[config.mk]
export PLATFORM = sky130hd
export DESIGN_NAME = i2c_reg_arbiter
export DESIGN_NICKNAME = d
export VERILOG_FILES = /design/src/rtl/i2c_reg_arbiter.sv
export SDC_FILE = /design/constraint.sdc
export NUM_CORES = 1
export LEC_CHECK = 0
export ABC_AREA = 1
export BUFFER_PORTS_ARGS = -buffer_cell sky130_fd_sc_hd__buf_2
export CORE_MARGIN = 10
export CORE_UTILIZATION = 44
export CTS_CLUSTER_DIAMETER = 120
export CTS_CLUSTER_SIZE = 8
export DETAILED_ROUTE_END_ITERATION = 10
export PLACE_DENSITY = 0.76
export SYNTH_ARGS = -nofsm -noshare
export SYNTH_HDL_FRONTEND = slang
export SYNTH_SLANG_ARGS = --single-unit
[constraint.sdc]
create_clock -name clk -period 1.4 [get_ports clk]
set_clock_uncertainty 0.05 [all_clocks]
set_input_delay 0.14 -clock clk [delete_from_list [all_inputs] [get_ports clk]]
set_output_delay 0.14 -clock clk [all_outputs]
set_load 0.1 [all_outputs]
[src/rtl/i2c_reg_arbiter.sv]
// Round-robin arbiter that turns single-byte register reads/writes into i2c_master cmd/data beats.
// Optional read/write completion timeout under `I2C_ARB_TIMEOUT_EN`.
module i2c_reg_arbiter #(
  parameter int          N_REQ   = 2,
  parameter logic [23:0] TIMEOUT = 24'd270000,
  localparam int         IW      = (N_REQ > 2) ? $clog2(N_REQ) : 1
) (
  input  logic               clk,
  input  logic               rst_n,
  input  logic [N_REQ-1:0]   req_valid,
  input  logic [N_REQ-1:0]   req_read,
  input  logic [7*N_REQ-1:0] req_dev,
  input  logic [8*N_REQ-1:0] req_reg,
  input  logic [8*N_REQ-1:0] req_wdata,
  output logic [N_REQ-1:0]   req_ready,
  output logic               rsp_valid,
  output logic [IW-1:0]      rsp_id,
  output logic [7:0]         rsp_rdata,
  output logic               rsp_err,
  input  logic               rsp_ready,
  output logic [6:0]         m_cmd_address,
  output logic               m_cmd_start,
  output logic               m_cmd_read,
  output logic               m_cmd_write,
  output logic               m_cmd_write_multiple,
  output logic               m_cmd_stop,
  output logic               m_cmd_valid,
  input  logic               m_cmd_ready,
  output logic [7:0]         m_data_tdata,
  output logic               m_data_tvalid,
  output logic               m_data_tlast,
  input  logic               m_data_tready,
  input  logic [7:0]         s_rx_tdata,
  input  logic               s_rx_tvalid,
  output logic               s_rx_tready,
  input  logic               i2c_busy
);

  typedef enum logic [3:0] {
    IDLE, W_CMD, W_REG, W_VAL, W_DONE, R_ACMD, R_REG, R_RCMD, R_WAIT, RESP
  } state_t;

  // Command flag sets, ordered {start, read, write, write_multiple, stop}.
  localparam logic [4:0] F_WMULT = 5'b10011;
  localparam logic [4:0] F_RADDR = 5'b10100;
  localparam logic [4:0] F_RDATA = 5'b11001;

  state_t             state, state_d;
  logic [IW-1:0]      rr_ptr, rr_ptr_d;
  logic [IW-1:0]      gnt;
  logic               found;
  int                 idx;
  logic [7:0]         reg_q, reg_d, wdata_q, wdata_d;
  logic [4:0]         cmd_flg, cmd_flg_d;
  logic [N_REQ-1:0]   req_ready_d;
  logic               cmd_vld_d, dat_vld_d, dat_last_d, rsp_vld_d, rx_rdy_d;
  logic [6:0]         cmd_addr_d;
  logic [7:0]         dat_d, rsp_dat_d;
  logic [IW-1:0]      rsp_id_d;

  assign {m_cmd_start, m_cmd_read, m_cmd_write, m_cmd_write_multiple, m_cmd_stop} = cmd_flg;

`ifdef I2C_ARB_TIMEOUT_EN
  logic [23:0] tmo_cnt;
  logic        tmo_hit;
  logic        rsp_err_d;

  assign tmo_hit = (tmo_cnt >= TIMEOUT);

  // Counter is zero on the first cycle of either wait state.
  always_ff @(posedge clk or negedge rst_n) begin
    if (!rst_n) begin
      tmo_cnt <= '0;
      rsp_err <= 1'b0;
    end else begin
      tmo_cnt <= (state == R_WAIT || state == W_DONE) ? tmo_cnt + 24'd1 : '0;
      rsp_err <= rsp_err_d;
    end
  end
`else
  assign rsp_err = 1'b0;
`endif

  always_comb begin
    state_d     = state;
    rr_ptr_d    = rr_ptr;
    reg_d       = reg_q;
    wdata_d     = wdata_q;
    req_ready_d = '0;
    cmd_vld_d   = m_cmd_valid;
    cmd_flg_d   = cmd_flg;
    cmd_addr_d  = m_cmd_address;
    dat_d       = m_data_tdata;
    dat_vld_d   = m_data_tvalid;
    dat_last_d  = m_data_tlast;
    rsp_vld_d   = rsp_valid;
    rsp_id_d    = rsp_id;
    rsp_dat_d   = rsp_rdata;
`ifdef I2C_ARB_TIMEOUT_EN
    rsp_err_d   = rsp_err;
`endif

    found = 1'b0;
    gnt   = rr_ptr;
    idx   = 0;
    for (int k = 0; k < N_REQ; k++) begin
      idx = int'(rr_ptr) + k;
      if (idx >= N_REQ) idx = idx - N_REQ;
      if (!found && req_valid[idx]) begin
        found = 1'b1;
        gnt   = IW'(idx);
      end
    end

    case (state)
      IDLE: if (found) begin
        rsp_id_d         = gnt;
        reg_d            = req_reg[gnt*8 +: 8];
        wdata_d          = req_wdata[gnt*8 +: 8];
        req_ready_d[gnt] = 1'b1;
        rr_ptr_d         = (gnt == IW'(N_REQ - 1)) ? '0 : gnt + 1'b1;
        cmd_vld_d        = 1'b1;
        cmd_addr_d       = req_dev[gnt*7 +: 7];
        if (req_read[gnt]) begin
          cmd_flg_d = F_RADDR;
          state_d   = R_ACMD;
        end else begin
          cmd_flg_d = F_WMULT;
          state_d   = W_CMD;
        end
      end
      W_CMD: if (m_cmd_ready) begin
        cmd_vld_d  = 1'b0;
        dat_vld_d  = 1'b1;
        dat_d      = reg_q;
        dat_last_d = 1'b0;
        state_d    = W_REG;
      end
      W_REG: if (m_data_tready) begin
        dat_d      = wdata_q;
        dat_last_d = 1'b1;
        state_d    = W_VAL;
      end
      W_VAL: if (m_data_tready) begin
        dat_vld_d  = 1'b0;
        dat_last_d = 1'b0;
        state_d    = W_DONE;
      end
      W_DONE: begin
        if (!i2c_busy) begin
          rsp_vld_d = 1'b1;
          rsp_dat_d = 8'h00;
`ifdef I2C_ARB_TIMEOUT_EN
          rsp_err_d = 1'b0;
        end else if (tmo_hit) begin
          rsp_vld_d = 1'b1;
          rsp_dat_d = 8'h00;
          rsp_err_d = 1'b1;
`endif
        end
        if (rsp_vld_d) state_d = RESP;
      end
      R_ACMD: if (m_cmd_ready) begin
        cmd_vld_d  = 1'b0;
        dat_vld_d  = 1'b1;
        dat_d      = reg_q;
        dat_last_d = 1'b1;
        state_d    = R_REG;
      end
      R_REG: if (m_data_tready) begin
        dat_vld_d  = 1'b0;
        dat_last_d = 1'b0;
        cmd_vld_d  = 1'b1;
        cmd_flg_d  = F_RDATA;
        state_d    = R_RCMD;
      end
      R_RCMD: if (m_cmd_ready) begin
        cmd_vld_d = 1'b0;
        state_d   = R_WAIT;
      end
      R_WAIT: begin
        if (s_rx_tvalid && s_rx_tready) begin
          rsp_vld_d = 1'b1;
          rsp_dat_d = s_rx_tdata;
`ifdef I2C_ARB_TIMEOUT_EN
          rsp_err_d = 1'b0;
        end else if (tmo_hit) begin
          rsp_vld_d = 1'b1;
          rsp_dat_d = 8'h00;
          rsp_err_d = 1'b1;
`endif
        end
        if (rsp_vld_d) state_d = RESP;
      end
      RESP: if (rsp_ready) begin
        rsp_vld_d = 1'b0;
        state_d   = IDLE;
      end
      default: state_d = IDLE;
    endcase

    // Rx is only back-pressured while a response waits; stray bytes elsewhere are swallowed.
    rx_rdy_d = (state_d != RESP);
  end

  always_ff @(posedge clk or negedge rst_n) begin
    if (!rst_n) begin
      state         <= IDLE;
      rr_ptr        <= '0;
      reg_q         <= '0;
      wdata_q       <= '0;
      req_ready     <= '0;
      cmd_flg       <= '0;
      m_cmd_valid   <= 1'b0;
      m_cmd_address <= '0;
      m_data_tdata  <= '0;
      m_data_tvalid <= 1'b0;
      m_data_tlast  <= 1'b0;
      rsp_valid     <= 1'b0;
      rsp_id        <= '0;
      rsp_rdata     <= '0;
      s_rx_tready   <= 1'b0;
    end else begin
      state         <= state_d;
      rr_ptr        <= rr_ptr_d;
      reg_q         <= reg_d;
      wdata_q       <= wdata_d;
      req_ready     <= req_ready_d;
      cmd_flg       <= cmd_flg_d;
      m_cmd_valid   <= cmd_vld_d;
      m_cmd_address <= cmd_addr_d;
      m_data_tdata  <= dat_d;
      m_data_tvalid <= dat_vld_d;
      m_data_tlast  <= dat_last_d;
      rsp_valid     <= rsp_vld_d;
      rsp_id        <= rsp_id_d;
      rsp_rdata     <= rsp_dat_d;
      s_rx_tready   <= rx_rdy_d;
    end
  end

endmodule

* After elaboration in Yosys (flattened, before gate mapping)
Cells that the tools add are included.
** Word-level totals
- Bits in registers :: 57
- Input bits :: 65
- Output and inout port bits :: 37
- Logic and storage cells :: 128
** Cells by class
- Multipliers :: 1
- Shifts and indexed selects :: 3
- Reductions and logical operators :: 23
- $add $sub $neg :: 4
- Eq/ne operators :: 21
- Order comparisons :: 6
- Mux-type cells :: 55
** Operators with widths (count)
- 32-bit by 3-bit < comparator with 1-bit output, second input constant :: 2
- 32-bit two-way mux :: 2
- 4-bit two-way mux :: 10
- 4-bit case mux with 10 select lines :: 1
- 8-bit two-way mux :: 4
- 8-bit case mux with 2 select lines :: 2
- 16-bit by 5-bit indexed part select with 8-bit output :: 2
- 1-bit two-way mux :: 24
- 4-bit by 3-bit == test with 1-bit output, second input constant :: 4
- 2-bit inequality test, second input constant :: 8
- 14-bit by 5-bit indexed part select with 7-bit output :: 1
- 3-bit AND reduction :: 4
- 5-bit two-way mux :: 2
- 5-bit case mux with 2 select lines :: 1
- 4-bit by 2-bit == test with 1-bit output, second input constant :: 2
- 4-bit == test, second input constant :: 2
- 2-bit nonzero test :: 4
- 3-bit two-way mux :: 2
- 2-bit by 1-bit inequality test with 1-bit output, second input constant :: 3
- 1-bit case mux with 3 select lines :: 2
- 3-bit nonzero test :: 2
- 5-bit AND reduction :: 1
- 4-bit by 1-bit == test with 1-bit output, second input constant :: 1
- 4-bit logical NOT :: 1
- other kinds (21) :: 26

* Logic depth before layout (Yosys ltp)
Gate-level depths: netlist (run 1).
- Word-level depth :: 15
- Mapped depth :: 10
- Depth with buffers taken out :: 9

* Worst setup path before layout (run 1)
OpenSTA, ideal clock, no wires.
- Path kind :: register to register
- From :: reg s_rx_tready
- To :: reg rsp_rdata[0]
- Required time :: 1.282 ns
- Setup slack :: -0.317 ns
- Period minus slack after synthesis :: 1.717 ns
- Buffers on the path :: 0
- Stages on the path, launching flop included :: 5
- Data arrival time :: 1.599 ns
- Setup time :: 0.068 ns
- Cells stage by stage :: dfrtp_1 > nand4_2 > nand2_4 > nand4_1 > nand2_1
** Between the ends
- Cells in the longest elaborated chain, start to end :: 3
** Ends and longest elaborated chain
- start: declaration :: line 35 : output logic s_rx_tready,
- start signal: assignment :: line 238 : s_rx_tready <= rx_rdy_d;
- 1-bit logical AND :: line 182 : if (s_rx_tvalid && s_rx_tready) begin
- 2-bit inequality test (no line)
- 3-bit AND reduction (no line)
- end signal: assignment :: line 237 : rsp_rdata <= rsp_dat_d;
- end: declaration :: line 18 : output logic [7:0] rsp_rdata,
Every way passes these cells.
A chain may end at the register's enable or synchronous reset.

* Final worst setup path (run 1)
- From :: reg state[1]
- To :: reg m_data_tdata[6]
** Between the ends
- Cells in the longest elaborated chain, start to end :: 4
- Elaborated cells on any way between the ends :: 9
- Classes of those cells :: eq/ne: 5; mux: 1; reduce/logical: 3
** Ends and longest elaborated chain
- start: declaration :: line 48 : state_t state, state_d;
- start signal: assignment :: line 224 : state <= state_d;
- 4-bit by 3-bit == test with 1-bit output / 4-bit by 1-bit == test with 1-bit output (equally long branches) :: line 115 : case (state)
- 2-bit OR reduction (no line)
- 2-bit by 1-bit inequality test with 1-bit output (no line) / 2-bit nonzero test (equally long branches)
- 3-bit AND reduction (no line)
- end signal: assignment :: line 232 : m_data_tdata <= dat_d;
- end: declaration :: line 29 : output logic [7:0] m_data_tdata,
Several ways; a longest one is shown, not always the timed one.

==> results_dict.tcl, run 1 <==
set metrics [dict create \
    status "complete, but fails checks" \
    violations "negative setup slack" \
    final_common_cell "nand2_1" \
    antenna_cells 0 \
    ys_ff_latch 57 \
    ys_warn_count 0 \
    drive_gt1_frac 0.360 \
    min_to "rsp_rdata[7]$_DFFE_PN0P_" \
    rsz0062_at_grt "true" \
    syn_area_per_cell_um2 7.76 \
    fmax_mhz 687 \
    crit_type "reg -> reg" \
    cp_max_fo 8 \
    endpoint_kind "flop" \
    regArea_mm2 0.00143 \
    via_per_inst 5.34 \
    critPathTopFamily "simple AND/OR/NAND/NOR gates" \
    hold_viol_final 0 \
    cp.required_ns 1.62 \
    synth.distinct_cells 27 \
    fp.dieW_um 99.2 \
    synth_compound_area_frac 0.0421 \
    crit_arrival_ns 1.68 \
    synth_top_family_by_area "simple AND/OR/NAND/NOR gates" \
    synth_cells 356 \
    grt_pass1_vias 3342 \
    reg2reg_from "state[1]$_DFF_PN0_" \
    final_cell_mix "nand2_1 (151), buf_2 (99), dfrtp_1 (51)" \
    grt_pass1_wl_um 16300 \
    crit_path_top_delay_cell "dfrtp_2" \
    synthAdderAreaFrac 0 \
    r2r_slack_ns -0.06 \
    io_buffers 100 \
    ff2ff_path_depth 8 \
    syn_area_mm2 0.00276 \
    syn_to_final_growth_pct 58.6 \
    path_cells "inv_2 -> nand2_2 -> nor2_4 -> buf_6 -> nand2_1 -> nand2_1 -> nand2_1 -> nand2_1" \
    grt_overflow_total 0 \
    vdd_drop_max_mv 2.11 \
    drt_pre_antenna_iters 5 \
    num-fill-cells 438 \
    grt_usage 0.203 \
    holdWs_ns 0.00768 \
    min_path_cells 3 \
    multi_input_area_mm2 0.00132 \
    cts_inserted_buffers 9 \
    max_stage_delay_ns 0.46 \
    grt_max_degree 58 \
    hold_class "in -> reg" \
    synth-xor-area-share 0 \
    insertion_delay_ns 0.34 \
    synthSimpleGateAreaFrac 0.389 \
    max-clock-path-buffers 2 \
    max_cap_violations 0 \
    maxSlewViolCount 0 \
    ios 102 \
    crit_path_start_kind "flop" \
    clk_pin_slew_ns 0.07 \
    period_share 1.04 \
    layout.nets 598 \
    synth_seq_area_share 0.516 \
    cts.sink_count 57 \
    period_needed_ns 1.46 \
    ant_nets 0 \
    drt-total-wl_um 10700 \
    tightest_slew_ns 0.513 \
    muxShareOfSynthArea 0 \
    hpwl_um 5870 \
    initial_utilization 0.458 \
    timing.final.ws_setup_ns -0.0558 \
    num_vias 3263 \
    gp_congestion 0.918 \
    crit_cells 8 \
    dieArea_mm2 0.00985 \
    cts_tree "built" \
    r2r-end "m_data_tdata[6]$_DFFE_PN0P_" \
    relSlewSlack 0.660 \
    fp-row-count 28 \
    fp.coreArea_mm2 0.00603 \
    cpMostUsedCell "nand2_1" \
    die_h_um 99.2 \
    syn-num-nets 421 \
    finalCoreUtilization 0.727 \
    setup_violations 32 \
    wire_per_inst_um 17.6 \
    hold_path_startpoint "s_rx_tdata[7]" \
    power_density_mw_per_mm2 2630 \
    drc_errors 0 \
    htree_levels 3 \
    leakagePower_nw 2.39 \
    cts_root_buf "clkbuf_8" \
    drtIter0Drc 170 \
    antenna_found_initial 0 \
    crit_buf_inv 2 \
    startpoint "state[1]$_DFF_PN0_" \
]
timing repair:
item,4_1_cts,5_1_grt
pin swaps,4,7
hold buffers,47,0
cloned,0,2
setup buffers,2,4
endpoints found under the hold margin,80,0
endpoints found under the setup margin,49,56
resized for setup,12,36
through the flow:
step                TNS (ns)  setup slack, ns  instance area [µm²]  instances  total power, mW
floorplan                  0          0.00472                 2770        356             7.63
global placement       -1.05          -0.0731                 3500        542             9.07
CTS                 -0.00967         -0.00967                 4210        605             10.9
detailed placement     -1.83          -0.0891                 3500        542             9.15
global route           -3.78           -0.135                 4380        611             12.1
finish                -0.704          -0.0558                 4380        611             11.5
cells in the mapped netlist:
| master | count | area, µm² |
|---|---|---|
| or2_2 | 1 | 6.26 |
| and3_1 | 1 | 6.26 |
| nor2_2 | 2 | 12.5 |
| o22ai_1 | 2 | 12.5 |
| nand3_1 | 43 | 215 |
| dfrtp_1 | 57 | 1430 |
| nor2_1 | 17 | 63.8 |
| nand4_1 | 9 | 56.3 |
| a21oi_1 | 1 | 5.00 |
| nand4_2 | 1 | 12.5 |
| o21ai_0 | 14 | 70.1 |
| nand2_4 | 1 | 11.3 |
| nor2_4 | 5 | 56.3 |
| nand2_2 | 2 | 12.5 |
| a21oi_4 | 1 | 16.3 |
| o21ai_1 | 1 | 5.00 |
| or2_1 | 1 | 6.26 |
| conb_1 | 1 | 3.75 |
| or3_1 | 1 | 6.26 |
| nand2_1 | 160 | 601 |
| buf_4 | 3 | 22.5 |
| nand3_2 | 1 | 10.0 |
| clkbuf_1 | 2 | 7.51 |
| o21bai_1 | 1 | 7.51 |
| inv_1 | 22 | 82.6 |
| buf_2 | 4 | 20.0 |
| inv_2 | 2 | 7.51 |
cell type report:
cell class,count,share of cell area
Clock buffer,10,0.0314
Clock inverter,4,0.0103
Inverter,24,0.0206
Multi-Input combinational cell,267,0.302
Sequential cell,57,0.327
Tap cell,75,0.0214
Timing Repair Buffer,174,0.287
routing by layer:
metal,routed length (µm),vias to the layer above,part of all wire,track usage
li1,-,1494,-,-
met1,3780,1525,0.35,0.214
met2,5330,207,0.50,0.348
met3,1330,37,0.12,0.101
met4,297,0,0.028,0.0617
met5,0,-,0,0
power by group:
group	internal (mW)	switching (mW)
Clock	0.841	0.662
Sequential	2.36	0.482
Combinational	1.87	5.32
worst register-to-register path, cell delays in order, from the launching register on:
cell and delay, ns:
dfrtp_2 0.46, inv_2 0.11, nand2_2 0.09, nor2_4 0.23
buf_6 0.17, nand2_1 0.06, nand2_1 0.07, nand2_1 0.06
nand2_1 0.08
logic make-up after synthesis:
family / count (synthesis)
AND/OR/NAND/NOR: 245
flip-flops: 57
buffers and inverters: 33
AO/OA/AOI/OAI: 20
other: 1
how the worst max path moves through the flow:
| stage | endpoint | slack (ns) |
|---|---|---|
| 2_1_floorplan | m_cmd_address[0]$_DFFE_PN0P_ | 0.005 |
| 3_3_place_gp | rsp_rdata[2]$_DFFE_PN0P_ | -0.07 |
| 3_5_place_dp | rsp_rdata[1]$_DFFE_PN0P_ | -0.09 |
| 4_1_cts | rsp_rdata[1]$_DFFE_PN0P_ | -0.01 |
| 5_1_grt | m_data_tdata[2]$_DFFE_PN0P_ | -0.13 |
| 6_report | m_data_tdata[6]$_DFFE_PN0P_ | -0.06 |
flip-flops by register name (all words and copies together) (netlist names), 2 cells and up:
signal         cells
rsp_rdata          8
cmd_flg            5
m_cmd_address      7
req_ready          2
wdata_q            8
state              4
m_data_tdata       8
reg_q              8
(Power assumes the default switching activity.)
==> inputs of run 2 (changes only) <==
--- a/config.mk
+++ b/config.mk
@@ -13,6 +13,8 @@
 export CTS_CLUSTER_SIZE = 8
 export DETAILED_ROUTE_END_ITERATION = 10
 export PLACE_DENSITY = 0.76
+export SLEW_MARGIN = 20
 export SYNTH_ARGS = -nofsm -noshare
 export SYNTH_HDL_FRONTEND = slang
 export SYNTH_SLANG_ARGS = --single-unit
+export TNS_END_PERCENT = 5
==> run 2 against run 1 <==
The run ends with negative hold slack, negative setup slack left. Via count down 4.0%. Register-to-register slack better by 0.02 ns. Clock-buffer cell count unchanged. Die area unchanged. Hold slack worse by 0.022 ns. Setup slack better by 0.016 ns. Critical endpoint is now wdata_q[0]$_DFFE_PN0P_. Largest cell class unchanged.
==> results_dict.tcl, run 2 (same netlist as run 1, synthesis figures left out) <==
set metrics [dict create \
    status "complete, but fails checks" \
    violations "negative hold slack, negative setup slack" \
    io_buffers 100 \
    antenna_cells 0 \
    clockPowerShare 0.152 \
    hold_viol_final 1 \
    final_cell_mix "nand2_1 (159), buf_2 (99), dfrtp_1 (53)" \
    crit_arrival_ns 1.67 \
    crit_path_start_kind "flop" \
    dieArea_mm2 0.00985 \
    drt-total-wl_um 9700 \
    max-clock-path-buffers 2 \
    setup_violations 4 \
    final_common_cell "nand2_1" \
    period_needed_ns 1.44 \
    htree_levels 3 \
    rsz0062_at_grt "true" \
    fp-row-count 28 \
    grt_overflow_total 0 \
    hpwl_um 5940 \
    clk_pin_slew_ns 0.07 \
    endpoint_kind "flop" \
    ios 102 \
    period_share 1.03 \
    cp_max_fo 24 \
    initial_utilization 0.458 \
    drtIter0Drc 124 \
    gp_congestion 0.924 \
    timing.final.ws_setup_ns -0.0400 \
    insertion_delay_ns 0.35 \
    holdWs_ns -0.0142 \
    layout.nets 596 \
    p_sw_mw 6.24 \
    leakagePower_nw 2.35 \
    fp.dieW_um 99.2 \
    place_area_mm2 0.00349 \
    wire_per_inst_um 15.9 \
    final_area_mm2 0.00431 \
    maxSlewViolCount 0 \
    cts_root_buf "clkbuf_8" \
    p_int_mw 5.01 \
    num_vias 3132 \
    vdd_drop_max_mv 2.23 \
    sequentialPowerShare 0.249 \
    grt_usage 0.194 \
    fmax_mhz 694 \
    grt_pass1_wl_um 15600 \
    swShare 0.554 \
    power_density_mw_per_mm2 2610 \
    drive_gt1_frac 0.317 \
    drt_pre_antenna_iters 5 \
    via_per_inst 5.13 \
    hold_class "in -> reg" \
    cp.required_ns 1.63 \
    num-fill-cells 465 \
    antenna_found_initial 0 \
    max_cap_violations 0 \
    ant_nets 0 \
    cts.sink_count 57 \
    drc_errors 0 \
    crit_type "reg -> reg" \
    cts_tree "built" \
    p_comb_frac 0.599 \
    fin_setup_tns_ns -0.0710 \
    grt_max_degree 58 \
    fp.coreArea_mm2 0.00603 \
    cts_inserted_buffers 9 \
    syn_to_final_growth_pct 55.9 \
    die_h_um 99.2 \
    grt_pass1_vias 3211 \
]
-- run 2: timing repair --
action                     CTS  global route
hold buffers                51             0
resized for setup           10            14
cloned                       0             1
pin swaps                    3             5
setup buffers                1             1
setup endpoints to repair   44            51
hold endpoints to repair    84             0
-- run 2: metrics by stage --
step / util / cells / power [mW] / hold WS, ns / setup WS, ns
final: 0.715 / 611 / 11.2 / -0.0142 / -0.0400
after CTS: 0.708 / 609 / 11.1 / 0.00179 / 0.000433
after global routing: 0.715 / 611 / 11.9 / 0.0150 / -0.0931
after global placement: 0.579 / 541 / 8.99 / 0.116 / -0.0790
after detailed placement: 0.579 / 541 / 9.12 / 0.115 / -0.0870
after floorplan: - / 356 / 7.62 / -0.206 / -0.186
-- run 2: worst paths after layout --
path                                          startpoint                        to  slack (ns)  cells after the start
worst max-delay path                  state[3]$_DFF_PN0_    wdata_q[0]$_DFFE_PN0P_       -0.04                      6
worst min-delay path                       s_rx_tdata[1]  rsp_rdata[1]$_DFFE_PN0P_       -0.01                      3
worst max register to register        state[3]$_DFF_PN0_    wdata_q[0]$_DFFE_PN0P_       -0.04                      6
worst min register to register  m_data_tlast$_DFFE_PN0P_  m_data_tlast$_DFFE_PN0P_        0.43                      2
max in group asynchronous                          rst_n        state[1]$_DFF_PN0_        0.75                      3
min in group asynchronous                          rst_n     rsp_valid$_DFFE_PN0P_        0.26                      3
-- run 2: layout make-up --
class                   instances  area [µm²]  area share
repair buffers                172        1210       0.281
clock inverters                 6        91.3      0.0212
flip-flops and latches         57        1430       0.332
well taps                      75        93.8      0.0218
multi-input cells             267        1260       0.293
inverters                      24        90.1      0.0209
clock buffers                  10         128      0.0296
-- run 2: critical path, stage by stage (launching register included) --
cell and delay, ns:
dfrtp_2 0.46, nor2_4 0.19, nand3_4 0.13, nor2_4 0.15
buf_12 0.17, nand2_1 0.10, nand3_1 0.11
-- run 2: power by group through the flow --
stage	registers [mW]	clock network (mW)	logic (mW)
after floorplan	5.41	0	2.21
after global placement	2.76	0	6.24
after detailed placement	2.78	0	6.34
after CTS	2.78	1.74	6.56
after global routing	2.88	1.80	7.19
final	2.80	1.71	6.73
-- run 2: metal layers --
metal / track usage / share of wire / vias up
met5: 0 / 0 / -
met4: 0.0992 / 0.035 / 0
met3: 0.0789 / 0.10 / 37
met2: 0.318 / 0.47 / 152
met1: 0.212 / 0.39 / 1450
li1: - / - / 1493
